`src/rtl/fetch_controller.sv`:
```
// ---------------------------------------------------------------------------
// fetch_controller
//
// Instruction fetch sequencer for the RISC-16 core. It owns the program
// counter and drives the combinational instruction memory address. Each
// returned 24-bit word is registered into a one-entry fetch buffer, which is
// presented to decode. It also takes PC redirects from execute, and stops
// fetching after an HLT until it is restarted.
//
// Handshake (decode side): if_valid/if_instr/if_pc form a valid/ready source.
// A transfer happens on a rising edge where if_valid & if_ready are both 1.
// While if_valid=1 and if_ready=0, if_instr and if_pc are held stable.
// if_valid never drops without a transfer, except on a redirect or a reset.
//
// Ports
//   clk, rst_n      clock; asynchronous active-low reset
//   start           pulse: leave IDLE/HALT and fetch from the current PC
//   imem_addr       instruction memory address (= PC register)
//   imem_instr      async-read memory data for imem_addr
//   if_valid/if_instr/if_pc/if_ready   fetch buffer -> decode handshake
//   redirect, redirect_pc              PC load + buffer flush from execute
//   busy, halted    registered status decoded from the FSM state
//   instr_count     completed transfers, wraps modulo 2^16
//   dbg_state_o     raw FSM state (IDLE=0, RUN=1, DRAIN=2, HALT=3)
// ---------------------------------------------------------------------------
module fetch_controller #(
  parameter int unsigned       ADDR_W     = 16,
  parameter int unsigned       INSTR_W    = 24,
  parameter logic [ADDR_W-1:0] RESET_PC   = '0,
  parameter logic [3:0]        HLT_OPCODE = 4'h0
) (
  input  logic               clk,
  input  logic               rst_n,
  input  logic               start,
  output logic [ADDR_W-1:0]  imem_addr,
  input  logic [INSTR_W-1:0] imem_instr,
  output logic               if_valid,
  output logic [INSTR_W-1:0] if_instr,
  output logic [ADDR_W-1:0]  if_pc,
  input  logic               if_ready,
  input  logic               redirect,
  input  logic [ADDR_W-1:0]  redirect_pc,
  output logic               busy,
  output logic               halted,
  output logic [15:0]        instr_count,
  output logic [1:0]         dbg_state_o
);

  typedef enum logic [1:0] {
    S_IDLE  = 2'd0,
    S_RUN   = 2'd1,
    S_DRAIN = 2'd2,
    S_HALT  = 2'd3
  } state_e;

  state_e              state_q, state_d;
  logic [ADDR_W-1:0]   pc_q, pc_d;
  logic                valid_q, valid_d;
  logic [INSTR_W-1:0]  instr_q, instr_d;
  logic [ADDR_W-1:0]   ifpc_q, ifpc_d;
  logic [15:0]         count_q, count_d;

  logic transfer;
  logic load;

  assign transfer = valid_q & if_ready;

  always_comb begin
    state_d = state_q;
    pc_d    = pc_q;
    valid_d = valid_q;
    instr_d = instr_q;
    ifpc_d  = ifpc_q;
    load    = 1'b0;

    case (state_q)
      S_IDLE, S_HALT: begin
        // Buffer is empty here, so only the PC and the state can change.
        if (redirect) pc_d = redirect_pc;
        if (start)    state_d = S_RUN;
      end
      S_RUN: begin
        // Redirect wins over a load: the word at the old PC is stale.
        if (redirect) begin
          valid_d = 1'b0;
          pc_d    = redirect_pc;
        end else if (!valid_q || if_ready) begin
          load = 1'b1;
        end
      end
      S_DRAIN: begin
        // Redirect squashes the buffered HLT and resumes fetching.
        if (redirect) begin
          valid_d = 1'b0;
          pc_d    = redirect_pc;
          state_d = S_RUN;
        end else if (transfer) begin
          valid_d = 1'b0;
          state_d = S_HALT;
        end
      end
      default: state_d = S_IDLE;
    endcase

    if (load) begin
      instr_d = imem_instr;
      ifpc_d  = pc_q;
      valid_d = 1'b1;
      pc_d    = pc_q + ADDR_W'(1);
      // The HLT itself still goes to decode; fetching stops behind it.
      if (imem_instr[INSTR_W-1 -: 4] == HLT_OPCODE) state_d = S_DRAIN;
    end
  end

  // A transfer completing in the same cycle as a redirect is still counted.
  assign count_d = count_q + 16'(transfer);

  always_ff @(posedge clk or negedge rst_n) begin
    if (!rst_n) begin
      state_q <= S_IDLE;
      pc_q    <= RESET_PC;
      valid_q <= 1'b0;
      instr_q <= '0;
      ifpc_q  <= '0;
      count_q <= '0;
    end else begin
      state_q <= state_d;
      pc_q    <= pc_d;
      valid_q <= valid_d;
      instr_q <= instr_d;
      ifpc_q  <= ifpc_d;
      count_q <= count_d;
    end
  end

  assign imem_addr   = pc_q;
  assign if_valid    = valid_q;
  assign if_instr    = instr_q;
  assign if_pc       = ifpc_q;
  assign busy        = (state_q == S_RUN) || (state_q == S_DRAIN);
  assign halted      = (state_q == S_HALT);
  assign instr_count = count_q;
  assign dbg_state_o = state_q;

endmodule
```
`config.mk`:
```
export PLATFORM = sky130hd
export DESIGN_NAME = fetch_controller
export DESIGN_NICKNAME = d
export VERILOG_FILES = /design/src/rtl/fetch_controller.sv
export SDC_FILE = /design/constraint.sdc
export NUM_CORES = 1
export LEC_CHECK = 0
export BUFFER_PORTS_ARGS = -buffer_cell sky130_fd_sc_hd__buf_2
export CORE_ASPECT_RATIO = 1.4
export CORE_MARGIN = 2
export CORE_UTILIZATION = 45
export DETAILED_ROUTE_END_ITERATION = 7
export GPL_ROUTABILITY_DRIVEN = 0
export PLACE_DENSITY = 0.75
export RECOVER_POWER = 25
export SETUP_SLACK_MARGIN = 0.3
export SLEW_MARGIN = 5
export SYNTH_ARGS = -nofsm -noshare
export SYNTH_HDL_FRONTEND = slang
export SYNTH_SLANG_ARGS = --single-unit
```
`constraint.sdc`:
```
create_clock -name clk -period 2.56 [get_ports clk]
set_clock_uncertainty 0.05 [all_clocks]
set_input_delay 0.128 -clock clk [delete_from_list [all_inputs] [get_ports clk]]
set_output_delay 0.128 -clock clk [all_outputs]
set_load 0.02 [all_outputs]
```
==> results.json <==
{
  "status": "completed",
  "p_per_area_nw_per_um2": 1006,
  "crit_required_ns": 2.78,
  "core_um2": 7268,
  "cts_tree": "done",
  "critPathKind": "reg2reg",
  "clock-sinks": 75,
  "yosysWarnings": 0,
  "die_x_um": 76.56,
  "antenna_found_initial": 0,
  "drv_cap": 0,
  "initialDrtViolationCount": 156,
  "whs_ns": 0.01878,
  "antenna_cells": 0,
  "met2WireLength_um": 4129,
  "hold_path.class": "in2reg",
  "critPathLaunchType": "flip-flop",
  "synth_area_per_cell_um2": 12.24,
  "fin_tns_setup_ns": 0,
  "setup_viol": 0,
  "cts_setup_buffers": 0,
  "worst_slew_pin_slew_ns": 0.9624,
  "ctsHoldBuffers": 40,
  "grt_overflow_total": 0,
  "areaGrowthSynthToFinish_pct": 37.50,
  "dieHeight_um": 105.6,
  "synth_edf_count": 0,
  "start_util": 0.4564,
  "top_layer_used": "met4",
  "design_area_um2": 4561,
  "drtAntennaViolNets": 0,
  "place_area_um2": 4035,
  "cp_top_family": "simple AND/OR/NAND/NOR gates",
  "critPathSlowestCell": "or4_1",
  "power_leakage_nw": 2.037,
  "dp_slack_ns": 0.6832,
  "ys_types": 38,
  "synth_nets": 323,
  "cts_made_buffers": 9,
  "finalPower_mw": 4.587,
  "synthFlopType": "dfrtp_1",
  "num_vias": 2732,
  "rsz0062_at_grt": "false",
  "grtUsageTotal": 0.2059,
  "fin_util": 0.6275,
  "cp-end-kind": "flip-flop",
  "grt_pass1_wl_um": 13050,
  "drc_errors": 0,
  "place.port_buffers": 121,
  "fmax_mhz": 537.7,
  "rows": 37,
  "min_period_over_period": 0.7265,
  "wl_met1_um": 3342,
  "syn_inst": 271,
  "synth.yosys.seq_area_share": 0.5658,
  "finalCriticalPeriod_ns": 1.860,
  "htree_levels": 3,
  "worst_slack_ns": 0.7001,
  "clkLatencyLatePin_ns": 0.35,
  "die_area_um2": 8084,
  "clockRootBuffer": "clkbuf_8",
  "dp.cells": 481,
  "cts.path.max_buffers": 2,
  "synthesis.area_um2": 3317,
  "path_clk_slew_ns": 0.07,
  "drt-vias-per-instance": 5.088,
  "wl_um": 8031,
  "critPathArrivalTime_ns": 2.08,
  "route.met3.wl_um": 404,
  "cts.repair.resized": 0,
  "drive_gt1_frac": 0.2909,
  "grt_pass1_vias": 2752,
  "critPathMaxStageDelay_ns": 0.52,
  "firstDrtPassIters": 4,
  "vdd_drop_max_mv": 0.5641,
  "hold_violations": 0,
  "path_buf_inv": 2,
  "wl_per_cell_um": 14.96,
  "nets": 487,
  "final_cells": 537,
  "grt_max_degree": 76,
  "critPathMaxFanout": 13,
  "async_flop_share": 1.000,
  "ys_ff_latch": 75,
  "timing.slew.headroom": 0.3584,
  "slew_violations": 0,
  "nFillCells": 606,
  "ios": 122,
  "dp_hpwl_um": 5377,
  "critical_path.cell_chain": "inv_1 -> ha_1 -> buf_4 -> nand3_1 -> or4_1 -> a31oi_1"
}
## registers in the layout (all words and copies together) (netlist names)
name / flops
if_instr: 24
imem_addr: 16
instr_count: 16
if_valid: 1
dbg_state_o: 2
if_pc: 16
## synth_stat cells, drive strengths merged, types with 2 or more instances
library cell | count | area, um2
ha | 7 | 87.58
buf | 8 | 55.05
and3 | 3 | 18.77
nand3 | 10 | 50.05
dfrtp | 75 | 1877
o31ai | 4 | 30.03
or4 | 5 | 37.54
o21ai | 13 | 65.06
nor4 | 3 | 18.77
nor2 | 15 | 56.30
xnor2 | 10 | 87.58
a22o | 2 | 17.52
or3 | 4 | 26.28
a31oi | 9 | 56.30
and4 | 3 | 28.78
mux2 | 40 | 450.4
nand2 | 19 | 71.32
xor2 | 9 | 78.83
clkbuf | 3 | 11.26
inv | 7 | 26.28
nand4 | 10 | 77.57
## layout make-up
class,count,area (um2),area share
Clock inverter,6,66.31,0.01454
Clock buffer,10,127.6,0.02798
Multi-Input combinational cell,178,1355,0.2971
Inverter,7,26.28,0.005761
Timing Repair Buffer,164,987.2,0.2165
Tap cell,97,121.4,0.02661
Sequential cell,75,1877,0.4115
## worst min-delay path, stage by stage
cell	delay, ns
buf_2	0.10
nor2_1	0.10
a31oi_1	0.05
## power breakdown
part / internal [mW] / total, mW / switching (mW)
Sequential: 1.59 / 1.88 / 0.291
Clock: 0.450 / 0.901 / 0.451
Combinational: 0.717 / 1.80 / 1.09
## cells by family (layout without fill, tap and decap cells)
family,count (synthesis),count (layout),share of synthesized area
AO/OA/AOI/OAI,35,35,0.06752
flip-flops,75,75,0.5658
buffers and inverters,18,187,0.02791
AND/OR/NAND/NOR,76,76,0.1234
XOR/XNOR,19,19,0.05017
adder cells (fa/ha/maj),7,7,0.02640
multiplexers,41,41,0.1388
## metal layers
layer / global-route usage / vias up
met1: 0.2438 / 1331
li1: - / 1307
met4: 0.08831 / 0
met2: 0.3534 / 83
met3: 0.05308 / 11
met5: 0 / -
## placed cells by master, fill, tap and decap left out, drive strengths merged, types with 2 or more instances in the layout
cell type	n
xor2	9
nand2	19
nor4	3
ha	7
xnor2	10
and3	3
dfrtp	75
buf	69
a22o	2
clkbuf	65
inv	7
clkinv	2
nand3	10
or3	4
nand4	10
and4	3
mux2	40
nor2	15
or4	5
o21ai	13
clkinvlp	3
dlygate4sd3	40
o31ai	4
a31oi	9
## path summary, 6_finish.rpt
kind	slack, ns	endpoint	start	cells past startpoint
setup / recovery	0.70	imem_addr[15]$_DFFE_PN0P_	dbg_state_o[1]$_DFF_PN0_	6
hold / removal	0.02	imem_addr[13]$_DFFE_PN0P_	redirect_pc[13]	3
setup reg to reg	0.70	imem_addr[15]$_DFFE_PN0P_	dbg_state_o[1]$_DFF_PN0_	6
hold reg to reg	0.42	instr_count[15]$_DFF_PN0_	instr_count[15]$_DFF_PN0_	1
max in group asynchronous	1.41	if_instr[12]$_DFFE_PN0P_	rst_n	2
min in group asynchronous	0.39	instr_count[10]$_DFF_PN0_	rst_n	2
No activity file was read; power rests on OpenSTA's default activity.
